## config.mk

```make
export PLATFORM = sky130hd
export DESIGN_NAME = dm_dma_arbiter_flat
export DESIGN_NICKNAME = d
export VERILOG_FILES = /design/src/rtl/dm_dma_arbiter_pkg.sv /design/src/rtl/dm_dma_arbiter_if.sv /design/src/rtl/dm_dma_arbiter_starve.sv /design/src/rtl/dm_dma_arbiter.sv /design/src/flat_wrapper.sv
export SDC_FILE = /design/constraint.sdc
export NUM_CORES = 1
export LEC_CHECK = 0
export CAP_MARGIN = 25
export CORE_MARGIN = 4
export CORE_UTILIZATION = 41
export CTS_BUF_LIST = sky130_fd_sc_hd__clkbuf_8 sky130_fd_sc_hd__clkbuf_16
export DETAILED_ROUTE_END_ITERATION = 6
export MAX_ROUTING_LAYER = met4
export PLACE_DENSITY = 0.85
export SLEW_MARGIN = 20
export SYNTH_ARGS = -nofsm -noshare
export SYNTH_HDL_FRONTEND = slang
export SYNTH_SLANG_ARGS = --single-unit
```

## constraint.sdc

```tcl
create_clock -name clk -period 3.64 [get_ports clk]
set_clock_uncertainty 0.2 [all_clocks]
set_input_delay 0.728 -clock clk [delete_from_list [all_inputs] [get_ports clk]]
set_output_delay 0.728 -clock clk [all_outputs]
set_load 0.005 [all_outputs]
```

## src/rtl/dm_dma_arbiter_pkg.sv

```systemverilog
// Shared types for the DM port arbiter: transfer FSM states, DMA direction
// codes and the starvation counter width.
package dm_dma_arbiter_pkg;

    typedef enum logic [1:0] {
        ST_IDLE = 2'd0,
        ST_RUN  = 2'd1,
        ST_DONE = 2'd2
    } dma_state_e;

    localparam logic DIR_RD = 1'b0;
    localparam logic DIR_WR = 1'b1;

    // Wide enough for STARVE_LIMIT up to 15.
    localparam int unsigned STARVE_CNT_W = 4;

endpackage

```

## src/rtl/dm_dma_arbiter_if.sv

```systemverilog
// Data-memory port as seen by the memory block: the arbiter drives the
// request side (master), the memory returns read data (slave).
interface dm_dma_arbiter_if #(
    parameter int unsigned DMA_SIZE = 16,
    parameter int unsigned DMD_SIZE = 16
);

    logic                arb_dm_cslt;
    logic                arb_dm_wrb;
    logic [DMA_SIZE-1:0] arb_dm_add;
    logic [DMD_SIZE-1:0] arb_dm_wdt;
    logic [DMD_SIZE-1:0] dm_arb_rdt;

    modport master (
        output arb_dm_cslt,
        output arb_dm_wrb,
        output arb_dm_add,
        output arb_dm_wdt,
        input  dm_arb_rdt
    );

    modport slave (
        input  arb_dm_cslt,
        input  arb_dm_wrb,
        input  arb_dm_add,
        input  arb_dm_wdt,
        output dm_arb_rdt
    );

endinterface

```

## src/rtl/dm_dma_arbiter_starve.sv

```systemverilog
// Counts consecutive transfer cycles in which the core took the DM port and
// raises force_q for one cycle once the limit is reached.
module dm_starve_ctr
    import dm_dma_arbiter_pkg::*;
#(
    parameter int unsigned STARVE_LIMIT = 4
) (
    input  logic clk,
    input  logic reset,
    input  logic run,
    input  logic core_win,
    input  logic dma_slot,
    output logic force_q
);

    localparam logic [STARVE_CNT_W:0] LIMIT_V = (STARVE_CNT_W+1)'(STARVE_LIMIT);

    logic [STARVE_CNT_W-1:0] starve_cnt;
    logic [STARVE_CNT_W:0]   cnt_inc;

    assign cnt_inc = {1'b0, starve_cnt} + 1'b1;

    // force_q is raised on the same edge the count reaches the limit, so the
    // forced slot follows exactly STARVE_LIMIT denied cycles.
    always_ff @(posedge clk) begin
        if (!reset) begin
            starve_cnt <= '0;
            force_q    <= 1'b0;
        end else if (!run || dma_slot) begin
            starve_cnt <= '0;
            force_q    <= 1'b0;
        end else if (core_win) begin
            if (starve_cnt != '1) begin
                starve_cnt <= cnt_inc[STARVE_CNT_W-1:0];
            end
            force_q <= (cnt_inc >= LIMIT_V);
        end
    end

endmodule

```

## src/rtl/dm_dma_arbiter.sv

```systemverilog
// Shares the single DM port between the core (always preferred) and a block
// DMA channel that uses idle cycles plus periodic forced slots.
module dm_dma_arbiter
    import dm_dma_arbiter_pkg::*;
#(
    parameter int unsigned DMA_SIZE     = 16,
    parameter int unsigned DMD_SIZE     = 16,
    parameter int unsigned LEN_WIDTH    = 8,
    parameter int unsigned STARVE_LIMIT = 4
) (
    input  logic                 clk,
    input  logic                 reset,
    input  logic                 ps_dm_cslt,
    input  logic                 ps_dm_wrb,
    input  logic [DMA_SIZE-1:0]  dg_dm_add,
    input  logic [DMD_SIZE-1:0]  bc_dt_out,
    output logic                 ps_stall,
    input  logic                 dma_start,
    input  logic                 dma_dir,
    input  logic [DMA_SIZE-1:0]  dma_base,
    input  logic [LEN_WIDTH-1:0] dma_len,
    input  logic [DMD_SIZE-1:0]  dma_wdt,
    output logic                 dma_wr_ack,
    output logic                 dma_rd_valid,
    output logic [DMD_SIZE-1:0]  dma_rdt,
    output logic                 dma_busy,
    output logic                 dma_done,
    dm_dma_arbiter_if.master     mem
);

    dma_state_e           state_q, state_d;
    logic [DMA_SIZE-1:0]  addr_q, addr_d;
    logic [LEN_WIDTH-1:0] rem_q, rem_d;
    logic                 dir_q, dir_d;
    logic                 rd_valid_q;
    logic                 force_q;
    logic                 run;
    logic                 dma_slot;
    logic                 core_win;

    assign run      = (state_q == ST_RUN);
    assign dma_slot = run && (force_q || !ps_dm_cslt);
    assign core_win = ps_dm_cslt && !dma_slot;

    dm_starve_ctr #(
        .STARVE_LIMIT(STARVE_LIMIT)
    ) u_starve (
        .clk      (clk),
        .reset    (reset),
        .run      (run),
        .core_win (core_win),
        .dma_slot (dma_slot),
        .force_q  (force_q)
    );

    always_ff @(posedge clk) begin
        if (!reset) begin
            state_q    <= ST_IDLE;
            addr_q     <= '0;
            rem_q      <= '0;
            dir_q      <= DIR_RD;
            rd_valid_q <= 1'b0;
        end else begin
            state_q    <= state_d;
            addr_q     <= addr_d;
            rem_q      <= rem_d;
            dir_q      <= dir_d;
            rd_valid_q <= dma_slot && (dir_q == DIR_RD);
        end
    end

    always_comb begin
        state_d = state_q;
        addr_d  = addr_q;
        rem_d   = rem_q;
        dir_d   = dir_q;
        unique case (state_q)
            ST_IDLE: begin
                if (dma_start) begin
                    addr_d  = dma_base;
                    rem_d   = dma_len;
                    dir_d   = dma_dir;
                    state_d = (dma_len == '0) ? ST_DONE : ST_RUN;
                end
            end
            ST_RUN: begin
                if (dma_slot) begin
                    addr_d = addr_q + 1'b1;
                    rem_d  = rem_q - 1'b1;
                    if (rem_q == LEN_WIDTH'(1)) begin
                        state_d = ST_DONE;
                    end
                end
            end
            ST_DONE: state_d = ST_IDLE;
            default: state_d = ST_IDLE;
        endcase
    end

    always_comb begin
        mem.arb_dm_cslt = 1'b0;
        mem.arb_dm_wrb  = 1'b0;
        mem.arb_dm_add  = '0;
        mem.arb_dm_wdt  = '0;
        dma_wr_ack      = 1'b0;
        if (dma_slot) begin
            mem.arb_dm_cslt = 1'b1;
            mem.arb_dm_wrb  = dir_q;
            mem.arb_dm_add  = addr_q;
            if (dir_q == DIR_WR) begin
                mem.arb_dm_wdt = dma_wdt;
                dma_wr_ack     = 1'b1;
            end
        end else if (ps_dm_cslt) begin
            mem.arb_dm_cslt = 1'b1;
            mem.arb_dm_wrb  = ps_dm_wrb;
            mem.arb_dm_add  = dg_dm_add;
            mem.arb_dm_wdt  = bc_dt_out;
        end
    end

    assign ps_stall     = force_q;
    assign dma_rd_valid = rd_valid_q;
    assign dma_rdt      = rd_valid_q ? mem.dm_arb_rdt : '0;
    assign dma_busy     = (state_q == ST_RUN) || (state_q == ST_DONE);
    assign dma_done     = (state_q == ST_DONE);

endmodule

```

## src/flat_wrapper.sv

```systemverilog
// flat-port wrapper written by rule: the top's interface ports become plain ports
module dm_dma_arbiter_flat import dm_dma_arbiter_pkg::*;
#(
    parameter int unsigned DMA_SIZE     = 16,
    parameter int unsigned DMD_SIZE     = 16,
    parameter int unsigned LEN_WIDTH    = 8,
    parameter int unsigned STARVE_LIMIT = 4
)
  (clk, reset, ps_dm_cslt, ps_dm_wrb, dg_dm_add, bc_dt_out, ps_stall, dma_start, dma_dir, dma_base, dma_len, dma_wdt, dma_wr_ack, dma_rd_valid, dma_rdt, dma_busy, dma_done, mem_arb_dm_cslt, mem_arb_dm_wrb, mem_arb_dm_add, mem_arb_dm_wdt, mem_dm_arb_rdt);
  dm_dma_arbiter_if #(.DMA_SIZE(DMA_SIZE), .DMD_SIZE(DMD_SIZE)) mem_i ();
  input  logic clk;
  input  logic reset;
  input  logic ps_dm_cslt;
  input  logic ps_dm_wrb;
  input  logic [DMA_SIZE-1:0] dg_dm_add;
  input  logic [DMD_SIZE-1:0] bc_dt_out;
  output logic ps_stall;
  input  logic dma_start;
  input  logic dma_dir;
  input  logic [DMA_SIZE-1:0] dma_base;
  input  logic [LEN_WIDTH-1:0] dma_len;
  input  logic [DMD_SIZE-1:0] dma_wdt;
  output logic dma_wr_ack;
  output logic dma_rd_valid;
  output logic [DMD_SIZE-1:0] dma_rdt;
  output logic dma_busy;
  output logic dma_done;
  output wire logic [$bits(mem_i.arb_dm_cslt)-1:0] mem_arb_dm_cslt;
  output wire logic [$bits(mem_i.arb_dm_wrb)-1:0] mem_arb_dm_wrb;
  output wire logic [$bits(mem_i.arb_dm_add)-1:0] mem_arb_dm_add;
  output wire logic [$bits(mem_i.arb_dm_wdt)-1:0] mem_arb_dm_wdt;
  input wire logic [$bits(mem_i.dm_arb_rdt)-1:0] mem_dm_arb_rdt;
  assign mem_arb_dm_cslt = mem_i.arb_dm_cslt;
  assign mem_arb_dm_wrb = mem_i.arb_dm_wrb;
  assign mem_arb_dm_add = mem_i.arb_dm_add;
  assign mem_arb_dm_wdt = mem_i.arb_dm_wdt;
  assign mem_i.dm_arb_rdt = mem_dm_arb_rdt;
  dm_dma_arbiter #(.DMA_SIZE(DMA_SIZE), .DMD_SIZE(DMD_SIZE), .LEN_WIDTH(LEN_WIDTH), .STARVE_LIMIT(STARVE_LIMIT)) u_core (.clk(clk), .reset(reset), .ps_dm_cslt(ps_dm_cslt), .ps_dm_wrb(ps_dm_wrb), .dg_dm_add(dg_dm_add), .bc_dt_out(bc_dt_out), .ps_stall(ps_stall), .dma_start(dma_start), .dma_dir(dma_dir), .dma_base(dma_base), .dma_len(dma_len), .dma_wdt(dma_wdt), .dma_wr_ack(dma_wr_ack), .dma_rd_valid(dma_rd_valid), .dma_rdt(dma_rdt), .dma_busy(dma_busy), .dma_done(dma_done), .mem(mem_i));
endmodule
```

==> metrics.cfg <==
[clock_tree]
cts_tree = yes
clk_pin_slew_ps = 60
clkSinkCount = 33
htreeDepth = 2
cts_hold_buf = 0
post-cts-setup-buffer-count = 0
clockBufferDepth = 2
cts-buffers-inserted = 5
cts-root-buf = clkbuf_8
worstSkewPairLatency_ps = 290
cts-resized-gates = 0

[setup_path]
worstPathRequired_ps = 2710
crit_arrival_ps = 2500
cp-end-kind = output port
path_class = input pin to output port
path_max_fanout = 18
start_kind = input pin

[timing]
slew_headroom = 0.626
hold_viol = 0
setup_viol = 0
max_freq_mhz = 292
finalCritPeriodShare = 0.941
fin_setup_tns_ps = 0
worst_pin_slew_ps = 561
slew_viol_final = 0
rsz0062_at_grt = no
fin_crit_ps = 3420

[global_routing]
antenna_found_initial = 1
use_met1 = 0.274
grt_use_met3 = 0.0461
grt_overflow = 0
grt_use_met2 = 0.423
grtUsageTotal = 0.244
grt_pass1_vias = 2874
grt_max_degree = 40
busiest_layer = met2
grt_pass1_wl_mm = 14.2

[logic_synthesis]
netlist_area_um2 = 2500
avgSynthCellArea_um2 = 7.74
synth_warnings = 0
async_flop_share = 0
syn_inst = 323
synth_edf_count = 0
synth_top_cell_by_area = dfxtp_1
yosysTopAreaCellShare = 0.264
synth-seq-cells = 33
ys_seq_area_frac = 0.264
yosysUniqueCellTypes = 59
synth_area_leaders = dfxtp_1 (26%), a22o_1 (11%), a21oi_1 (5.6%)
yosys_most_used_dff = dfxtp_1
syn_nets = 425

[placement]
portBuffers = 148
placed_cells = 529
dp_hpwl_mm = 7.10
routabilityCongestion = 0.901

[power_and_ir_drop]
pwr-share-clk = 0.164
seqPwrFrac = 0.300
switching_share = 0.423
p_leak_nw = 1.51
p_sw_mw = 0.923
intPower_mw = 1.26
power_density_nw_per_um2 = 526
peakVddDrop_mv = 0.397
combPwrFrac = 0.535

[floorplanning]
ios = 149
initial_utilization = 0.422
placementRows = 28
die-area_um2 = 7410
core_um2 = 5920
die_y_um = 86.1
die_width_um = 86.1

[detailed_routing]
firstDrtPassIters = 5
via_count = 3166
drt-total-wl_mm = 9.31
avgViaCountPerCell = 5.88
detail_route.iter0.violations = 259
ant_nets = 0
drc = 0
routedWlPerCell_um = 17.3

[final_layout]
syn_to_final_growth_pct = 66.3
nets = 563
drive_above_1_share = 0.0606
fin_cells = 538

[flow_run]
cap_violations = 0

[run_status]
status = completed

[min_path]
hp-class = flop to flop

==> layout by cell type (no fill, tap or decap), types with 6 or more instances in the layout <==
cell type / n
inv_1: 8
and2_1: 21
dfxtp_1: 33
a22o_1: 32
ha_1: 8
nand2_1: 19
nand3_1: 16
clkbuf_8: 6
nor4_1: 13
clkdlybuf4s50_1: 148
a21oi_1: 28
nor2_1: 15
nor2b_1: 6
buf_4: 8
nor3_1: 7
o21ai_0: 17
nand4_1: 7
==> through the flow <==
stage / worst slack [ps] / utilization / area (um^2) / hold slack (ps) / total power [mW]
3_5_place_dp: 216 / 0.682 / 4040 / 246 / 1.81
5_1_grt: 109 / 0.702 / 4160 / 275 / 2.34
2_1_floorplan: 1030 / - / 2500 / 216 / 1.39
4_1_cts: 206 / 0.702 / 4150 / 259 / 2.18
3_3_place_gp: 277 / 0.682 / 4040 / 248 / 1.77
6_report: 216 / 0.702 / 4160 / 269 / 2.18
==> layer usage <==
metal | up-vias | routed length, um
met4 | 0 | 306
met1 | 1474 | 3640
li1 | 1508 | -
met5 | - | 0
met2 | 155 | 4620
met3 | 29 | 732
==> Yosys cell counts, types with 2 or more instances <==
cell	number
a211oi_1	2
and4_1	5
o21a_1	2
and2_1	21
nor2b_1	6
nand2_1	19
nand4_1	7
buf_2	12
mux2i_1	5
nor4_1	13
clkbuf_1	11
dfxtp_1	33
or4_1	2
o221a_2	2
o211ai_1	5
a21oi_1	28
and3_2	2
o22ai_1	3
inv_1	7
a22o_1	32
ha_1	8
a31oi_1	5
nand3_1	16
o2bb2ai_1	2
nor2_1	15
o21ai_0	17
o31ai_1	2
nand2b_1	3
a22oi_1	2
nor3_1	7
==> worst paths after layout <==
path	start	slack, ps	end	depth (start not counted)
worst min-delay path	u_core.dir_q	270	u_core.dma_rd_valid	1
worst max register to register	u_core.state_q[1]	1170	u_core.rem_q[7]	6
worst max-delay path	ps_dm_cslt	220	mem_arb_dm_wdt[14]	7
worst min register to register	u_core.dir_q	270	u_core.dma_rd_valid	1
==> flip-flops by register name, indices dropped and copies added, names as in the netlist <==
signal	count
u_core.u_starve.starve_cnt	4
u_core.u_starve.force_q	1
u_core.rem_q	8
u_core.addr_q	16
u_core.state_q	2
u_core.dma_rd_valid	1
u_core.dir_q	1
==> logic make-up (layout without fill, tap and decap cells) <==
kind of cell,Yosys count,count (layout),share of synthesized area
xor+xnor,1,1,0.00351
mux,6,6,0.0245
flops,33,33,0.264
compound gates,113,113,0.317
buf+inv,35,174,0.0616
other cells,0,1,0
simple gates,127,127,0.288
fa+ha+maj,8,8,0.0401
==> layout make-up <==
class	count	area [um^2]
Antenna cell	1	2.50
Sequential cell	33	661
Timing Repair Buffer	157	1560
Clock buffer	6	82.6
Fill cell	477	1760
Multi-Input combinational cell	255	1690
Tap cell	75	93.8
Inverter	9	33.8
Clock inverter	2	33.8
==> power by group through the flow <==
stage / Sequential, mW / Clock, mW / Combinational, mW
finish: 0.656 / 0.359 / 1.17
global route: 0.677 / 0.375 / 1.29
CTS: 0.651 / 0.364 / 1.16
detailed placement: 0.660 / 0 / 1.15
global placement: 0.650 / 0 / 1.12
floorplan: 0.592 / 0 / 0.798
==> worst max-delay path: stages <==
cell and delay [ps]:
clkdlybuf4s50_1 450, and2b_1 210, nor2_4 80, and2_1 120, buf_4 220, a22o_1 180, clkdlybuf4s50_1 500
Note: power is estimated with default switching activity, not from simulation.
